File: config.mk
export PLATFORM = sky130hd
export DESIGN_NAME = vga_frame_transfer
export DESIGN_NICKNAME = d
export VERILOG_FILES = /design/src/rtl/vga_xfer_pkg.sv /design/src/rtl/vga_lane_mux.sv /design/src/rtl/vga_frame_transfer.sv
export SDC_FILE = /design/constraint.sdc
export NUM_CORES = 1
export LEC_CHECK = 0
export ABC_CLOCK_PERIOD_IN_PS = 7100
export BUFFER_PORTS_ARGS = -buffer_cell sky130_fd_sc_hd__buf_4
export CAP_MARGIN = 20
export CORE_AREA = 5 5 120 122
export CTS_CLUSTER_SIZE = 25
export DETAILED_ROUTE_END_ITERATION = 16
export DIE_AREA = 0 0 125 127
export HOLD_SLACK_MARGIN = 0.1
export MAX_ROUTING_LAYER = met4
export PLACE_DENSITY = 0.75
export SLEW_MARGIN = 20
export SYNTH_ARGS = -nofsm -noshare
export SYNTH_HDL_FRONTEND = slang
export SYNTH_SLANG_ARGS = --single-unit
File: constraint.sdc
create_clock -name clk -period 7.1 [get_ports clk]
set_clock_uncertainty 0.05 [all_clocks]
set_input_delay 0 -clock clk [delete_from_list [all_inputs] [get_ports clk]]
set_output_delay 0 -clock clk [all_outputs]
set_load 0.1 [all_outputs]
File: src/rtl/vga_xfer_pkg.sv
// Shared types and helpers for the VGA frame transfer engine.
// Holds the sequencer state encoding, mode constants and lane math.
package vga_xfer_pkg;

    typedef enum logic [2:0] {
        S_IDLE,
        S_READ,
        S_WAIT,
        S_WRITE,
        S_DONE
    } xfer_state_t;

    localparam logic MODE_PACKED = 1'b0;
    localparam logic MODE_UNPACK = 1'b1;

    function automatic int calc_lanes(input int data_w, input int pix_w);
        return data_w / pix_w;
    endfunction

endpackage

File: src/rtl/vga_lane_mux.sv
// Lane select for framebuffer write data.
// Packed mode passes the word; unpacked mode zero-extends one pixel.
module vga_lane_mux
    import vga_xfer_pkg::*;
#(
    parameter int DATA_W = 32,
    parameter int PIX_W  = 8,
    parameter int LANE_W = 2
) (
    input  logic              mode,
    input  logic [DATA_W-1:0] word,
    input  logic [LANE_W-1:0] lane,
    output logic [DATA_W-1:0] data
);

    // Pick the full word or the little-endian pixel at the current lane
    always_comb begin
        data = '0;
        if (mode == MODE_UNPACK) begin
            data[PIX_W-1:0] = word[int'(lane)*PIX_W +: PIX_W];
        end else begin
            data = word;
        end
    end

endmodule

File: src/rtl/vga_frame_transfer.sv
// DMA-style copy from data memory into the VGA framebuffer.
// Read, wait one cycle for data, then write one or more entries per word.
module vga_frame_transfer
    import vga_xfer_pkg::*;
#(
    parameter int DATA_W = 32,
    parameter int PIX_W  = 8,
    parameter int ADDR_W = 17
) (
    input  logic              clk,
    input  logic              reset,
    input  logic              start,
    input  logic              abort,
    input  logic              mode_unpack,
    input  logic [ADDR_W-1:0] src_base,
    input  logic [ADDR_W-1:0] dst_base,
    input  logic [ADDR_W-1:0] word_count,
    output logic              rd_en,
    output logic [ADDR_W-1:0] rd_addr,
    input  logic [DATA_W-1:0] rd_data,
    output logic              wr_en,
    output logic [ADDR_W-1:0] wr_addr,
    output logic [DATA_W-1:0] wr_data,
    input  logic              wr_ready,
    output logic              busy,
    output logic              done
);

    localparam int LANES  = calc_lanes(DATA_W, PIX_W);
    localparam int LANE_W = (LANES > 1) ? $clog2(LANES) : 1;

    xfer_state_t       state_q, state_d;
    logic              mode_q, mode_d;
    logic [ADDR_W-1:0] src_q, src_d;
    logic [ADDR_W-1:0] dst_q, dst_d;
    logic [ADDR_W-1:0] cnt_q, cnt_d;
    logic [ADDR_W-1:0] idx_q, idx_d;
    logic [LANE_W-1:0] lane_q, lane_d;
    logic [DATA_W-1:0] word_q, word_d;
    logic              last_lane;

    // Packed words occupy a single lane
    assign last_lane = (mode_q == MODE_UNPACK)
                     ? (lane_q == LANE_W'(LANES - 1)) : 1'b1;

    // Next-state and datapath updates; abort overrides any busy state
    always_comb begin
        state_d = state_q;
        mode_d  = mode_q;
        src_d   = src_q;
        dst_d   = dst_q;
        cnt_d   = cnt_q;
        idx_d   = idx_q;
        lane_d  = lane_q;
        word_d  = word_q;
        unique case (state_q)
            S_IDLE: begin
                if (start) begin
                    mode_d  = mode_unpack;
                    src_d   = src_base;
                    dst_d   = dst_base;
                    cnt_d   = word_count;
                    idx_d   = '0;
                    lane_d  = '0;
                    state_d = (word_count == '0) ? S_DONE : S_READ;
                end
            end
            S_READ: state_d = S_WAIT;
            S_WAIT: begin
                word_d  = rd_data;
                lane_d  = '0;
                state_d = S_WRITE;
            end
            S_WRITE: begin
                if (wr_ready) begin
                    dst_d = dst_q + ADDR_W'(1);
                    if (!last_lane) begin
                        lane_d = lane_q + LANE_W'(1);
                    end else if (idx_q == cnt_q - ADDR_W'(1)) begin
                        state_d = S_DONE;
                    end else begin
                        idx_d   = idx_q + ADDR_W'(1);
                        state_d = S_READ;
                    end
                end
            end
            S_DONE: state_d = S_IDLE;
            default: state_d = S_IDLE;
        endcase
        if (abort && state_q != S_IDLE) begin
            state_d = S_IDLE;
        end
    end

    // State and datapath registers with synchronous reset
    always_ff @(posedge clk) begin
        if (reset) begin
            state_q <= S_IDLE;
            mode_q  <= 1'b0;
            src_q   <= '0;
            dst_q   <= '0;
            cnt_q   <= '0;
            idx_q   <= '0;
            lane_q  <= '0;
            word_q  <= '0;
        end else begin
            state_q <= state_d;
            mode_q  <= mode_d;
            src_q   <= src_d;
            dst_q   <= dst_d;
            cnt_q   <= cnt_d;
            idx_q   <= idx_d;
            lane_q  <= lane_d;
            word_q  <= word_d;
        end
    end

    assign rd_en   = (state_q == S_READ);
    assign wr_en   = (state_q == S_WRITE);
    assign busy    = (state_q != S_IDLE);
    assign done    = (state_q == S_DONE);
    assign rd_addr = src_q + idx_q;
    assign wr_addr = dst_q;

    vga_lane_mux #(
        .DATA_W (DATA_W),
        .PIX_W  (PIX_W),
        .LANE_W (LANE_W)
    ) u_lane_mux (
        .mode (mode_q),
        .word (word_q),
        .lane (lane_q),
        .data (wr_data)
    );

endmodule
; Word-level counts from Yosys, hierarchy flattened
; Cells that the tools add are included.
[totals]
register_bits = 106
input_bits = 89
elab_cells = 58
[classes]
addsub = 5
eq_ne = 11
shifts = 1
n_mux = 21
reduce_logical = 12
[ops]
columns = op, count
row1 = two-way mux 17 bit, 6
row2 = case mux 17 bit (2 select lines), 2
row3 = adder 17 x 1 -> 17 bit (second input constant), 2
row4 = indexed part select 32 x 6 -> 8 bit, 1
row5 = two-way mux 24 bit, 1
row6 = adder 17 bit, 1
row7 = == test 17 bit, 1
row8 = logical NOT 17 bit, 1
row9 = subtractor 17 x 1 -> 17 bit (second input constant), 1
row10 = two-way mux 3 bit, 5
row11 = case mux 3 bit (4 select lines), 1
row12 = two-way mux 8 bit, 1
row13 = == test 3 x 2 -> 1 bit (second input constant), 2
row14 = two-way mux 2 bit, 3
row15 = inequality test 2 bit (second input constant), 3
row16 = case mux 2 bit (3 select lines), 1
row17 = AND reduction 3 bit, 2
row18 = nonzero test 3 bit, 2
row19 = AND reduction 5 bit, 1
row20 = inequality test 2 x 1 -> 1 bit (second input constant), 2
row21 = AND reduction 4 bit, 1
row22 = == test 3 x 1 -> 1 bit (second input constant), 1
row23 = == test 3 bit (second input constant), 1
row24 = logical NOT 3 bit, 1
row25 = other kinds (7), 7

; Depth between registers and ports, before layout
[depth]
word_depth = 6
depth_mapped = 12

; Modules after synthesis
; Synthesis repeated with hierarchy kept, for this count alone.
[unflattened]
cells_unflattened = 811
hier_area_um2 = 6119.6
[modules_own_cells]
columns = mod, instances, cells_each, area_per_inst_um2, seq_area_each_um2
row1 = vga_frame_transfer, 1, 747, 5690.5, 2122.0
row2 = vga_lane_mux, 1, 64, 429.2, 0.0

; Least setup slack after synthesis
; No wires, ideal clock.
[synth_path]
kind = register to output
from = register idx_q[1]
to = output port rd_addr[16]
arrival_time_ns = 3.625
required_ns = 7.050
path_slack_ns = 3.425
stages_incl_launch_ff = 12
path_cell_list = dfxtp_1 -> clkbuf_1 -> inv_1 -> fa_1 -> nor2b_1 -> o31ai_1 -> a21oi_1 -> and4_1 -> o31ai_1 -> o211ai_1 -> a21oi_1 -> xnor2_1
[synth_between]
elab_chain_len = 1
[synth_lines]
columns = element, line
row1 = from (decl), vga_frame_transfer.sv:37  ; logic [ADDR_W-1:0] idx_q, idx_d;
row2 = from (signal assigned), vga_frame_transfer.sv:112  ; idx_q <= idx_d;
row3 = adder 17 bit, vga_frame_transfer.sv:122  ; assign rd_addr = src_q + idx_q;
row4 = to (decl), vga_frame_transfer.sv:19  ; output logic [ADDR_W-1:0] rd_addr,
; Every way passes these cells.

; Worst setup path after layout
[layout_path]
from = register idx_q[0]
to = output port rd_addr[16]
; The elaborated chain is that of the path after synthesis.

==> summary.md <==
| Metric | Value |
|---|---|
| TritonCTS clock tree | built |
| Finished layout cell area | ~0.0090 mm^2 |
| Cells after Synth | 888 |
| Leak pwr | around 3.7 nW |
| Die Y | 127 um |
| GR Util met3 | 0.0597 |
| Comb pwr share | 0.290 |
| Most frequent cells in the layout | nand2_1, buf_4, dfxtp_1, dlygate4sd3_1, a21oi_1 |
| Seq pwr share | 0.412 |
| Synth cell types | 67 |
| Nets | 1219 |
| Maximum number of pins on one net before global-route repair | 76 |
| Root Driver | clkbuf_16 |
| Vias per cell | about 5.5 |
| Rows | 42 |
| Maxcap violations | 0 |
| Final hold slack | 0.385 ns |
| Worst-Skew Late Latency | 0.35 ns |
| Worst-path fanout max | 9 |
| Grt peak-use layer | met2 |
| Hold crit path type | in -> reg |
| R2r worst-path depth | 10 |
| Iter 0 DRT Violations | 463 |
| Post-layout min period | between 3 and 4 ns |
| Worst Path Required | around 7.1 ns |
| Initial Util | 0.493 |
| Power Density | 177 mW/mm^2 |
| CP arrival | 3.51 ns |
| Top post-synthesis cells by area | dfxtp_1, nand2_1, a21oi_1 |
| Total GRT Usage | 0.250 |
| Slowest-stage cell, CP | o31ai_1 |
| Unrepaired setup endpoints after global routing | no |
| Dpl hpwl | 12800 um |
| Internal power | approximately 1.0 mW |
| CP max stage delay | 0.54 ns |
| WL final | 19400 um |
| Diodes inserted | 0 |
| Post_cts resized | 0 |
| # IOs | 159 |
| Core area | 0.0131 mm^2 |
| Max_slew headroom | 0.354 |
| Post-synth top flop | dfxtp_1 |
| Actual slew at the worst max-slew pin | a little under 1 ns |
| Leading area contributor after synthesis | dfxtp_1 |
| CTS Buf Count | 9 |
| Routed wire per std cell | 15.0 um |
| Post-DP Area | 0.00764 mm^2 |
| Final setup TNS | 0 ns |
| Layout cells sized above 1 | 0.180 |
| Worst R2R End | idx_q[14] |
| Syn_area_per_cell | 7.27 um^2 |
| Startpoint types | flip-flop |
| Flop-to-flop setup slack | approximately 3.9 ns |
| # H-tree levels | 3 |
| Die X | approximately 130 um |
| Crit path kind | reg -> out |
| Syn nets | ~1000 |
| Worst IR Drop VDD | 175 uV |
| Final hold vios | 0 |
| Vias | 7115 |
| Total power | 1.58 mW |
| Post-CTS Setup Bufs | 0 |
| IO buf count | 158 |
| Switching Fraction | 0.347 |
| CTS sink count | 106 |
| Reg2Reg Launch Point | cnt_q[0] |
| First-pass GRT wire length | 32600 um |
| Slew Limit Fails | 0 |
| Seq/Total Area, Yosys | 0.329 |
| GR Util met2 | 0.424 |
| Commonest non-fill, non-tap cell in the layout | nand2_1 |
| Clk slew on worst S/H paths | around 0.07 ns |
| Grt met1 use | 0.296 |
| DRC violations left | 0 |
| Post-synth EDFFs | 0 |
| Layout Utilization | 0.686 |
| Crit-path cells | ha_1 -> inv_1 -> fa_1 -> nor2b_1 -> o31ai_1 -> a21oi_1 -> and4_1 -> o31ai_1 -> o211ai_1 -> a21oi_1 -> xnor2_1 -> buf_4 |
| Endpoint type of the worst setup path | output port |
| Placer congestion estimate | 0.862 |
| Grt total ovfl | 0 |
| DR pass1 iterations | 5 |
| Vias in the first global route | 6901 |
| Worst Setup SP | idx_q[0] |
| Number of fill cells in the layout | about 1100 |
| Synthesized area | 0.00645 mm^2 |
| Initial antenna violation count | 0 |
| Final setup fails | 0 |
| Yosys reg bits | between 100 and 150 |
| Final ANT Viol Nets | 0 |
| Syn-to-layout area delta | 39.1% |
| FFs w/ async S/R, synth | 0 |
| CTS max path bufs | 2 |
| Net Switching | 0.550 mW |
| Outcome | finished clean |
| CTS Hold Bufs | around 110 |
| Highest clock rate | 281 MHz |
| Die area | 0.0159 mm^2 |
| Final Cycle Share | 0.501 |
| Worst Setup EP | rd_addr[16] |
| Yosys warnings | 0 |
| Synth top area share | 0.329 |
| Power share of the clock group | 0.298 |
-- state kept, by name, summed over array words and instances (netlist names) --
| register | count |
|---|---|
| word_q | 32 |
| state_q | 3 |
| idx_q | 17 |
| cnt_q | 17 |
| wr_addr | 17 |
| src_q | 17 |
| mode_q | 1 |
| lane_q | 2 |
-- layout make-up --
type,count,area (um^2),area share
clock inverters,4,26.3,0.00293
well taps,176,220,0.0245
clock buffers,11,243,0.0270
inverters,24,90.1,0.0100
flip-flops and latches,106,2120,0.236
repair buffers,270,2290,0.255
multi-input cells,698,3980,0.444
-- metal layers --
metal  wire length [um]  share of wire  vias to the layer above
met2               9550           0.49                      218
met5                  0              0                        -
met4                526          0.027                        0
met3               1040          0.053                       42
li1                   -              -                     3567
met1               8260           0.43                     3288
-- worst min-delay path by stage --
stage | to | from | slack, ns | depth (start not counted)
6_report | word_q[10] | rd_data[10] | 0.38 | 4
5_1_grt | word_q[24] | rd_data[24] | 0.40 | 4
4_1_cts | word_q[25] | rd_data[25] | 0.37 | 4
3_5_place_dp | wr_addr[4] | dst_base[4] | 0.20 | 3
3_3_place_gp | wr_addr[4] | dst_base[4] | 0.20 | 3
2_1_floorplan | word_q[16] | rd_data[16] | 0.09 | 2
-- synth_stat cells, types with 3 or more instances --
master and n:
a211oi_1 5, a21oi_1 101, a221oi_1 3, a22oi_1 8, a31oi_1 13, and2_1 9, and3_1 9, buf_1 6
buf_2 5, buf_6 4, clkbuf_1 44, dfxtp_1 106, ha_1 20, inv_1 23, mux2_2 8, mux2i_1 8
nand2_1 181, nand3_1 25, nand4_1 7, nand4b_1 3, nor2_1 84, nor2b_1 20, nor3_1 26, nor3b_1 4
nor4_1 8, o211ai_1 7, o21a_1 3, o21ai_0 25, o21bai_1 3, o221ai_1 3, o22ai_1 9, o31ai_1 12
o41ai_1 5, or2_2 4, or3_1 10, or4_1 11, xnor2_1 23, xor2_1 8
-- metrics by stage --
stage | setup slack [ns] | std cells
2_1_floorplan | 3.42 | 888
3_3_place_gp | 3.98 | 1168
3_5_place_dp | 3.92 | 1168
4_1_cts | 3.55 | 1289
5_1_grt | 3.31 | 1289
6_report | 3.54 | 1289
-- logic make-up (layout without fill, tap and decap cells) --
family                     Yosys count  count (layout)  synth area share
AOI/OAI and AO/OA                  217             217             0.206
xor gates and xnor gates            31              31            0.0421
adders and majority gates           21              21            0.0419
buffers and inverters               84             309            0.0547
DFF                                106             106             0.329
muxes                               16              16            0.0264
and+or+nand+nor                    413             413             0.300
-- power by group through the flow --
| stage | registers (mW) | logic, mW | clock network [mW] |
|---|---|---|---|
| after detailed placement | 0.665 | 0.408 | 0 |
| after CTS | 0.652 | 0.458 | 0.480 |
| final | 0.653 | 0.460 | 0.472 |
| after global placement | 0.665 | 0.406 | 0 |
| after global routing | 0.657 | 0.494 | 0.509 |
| after floorplan | 0.709 | 0.258 | 0 |
-- critical path, delay by kind of cell, from the launching register on --
family | cells | cell delay (ns)
AO/OA/AOI/OAI | 5 | 1.45
XOR/XNOR | 1 | 0.13
adder cells (fa/ha/maj) | 2 | 0.46
buffers and inverters | 2 | 0.37
flip-flops | 1 | 0.41
AND/OR/NAND/NOR | 2 | 0.32
No activity file was read; power rests on OpenSTA's default activity.
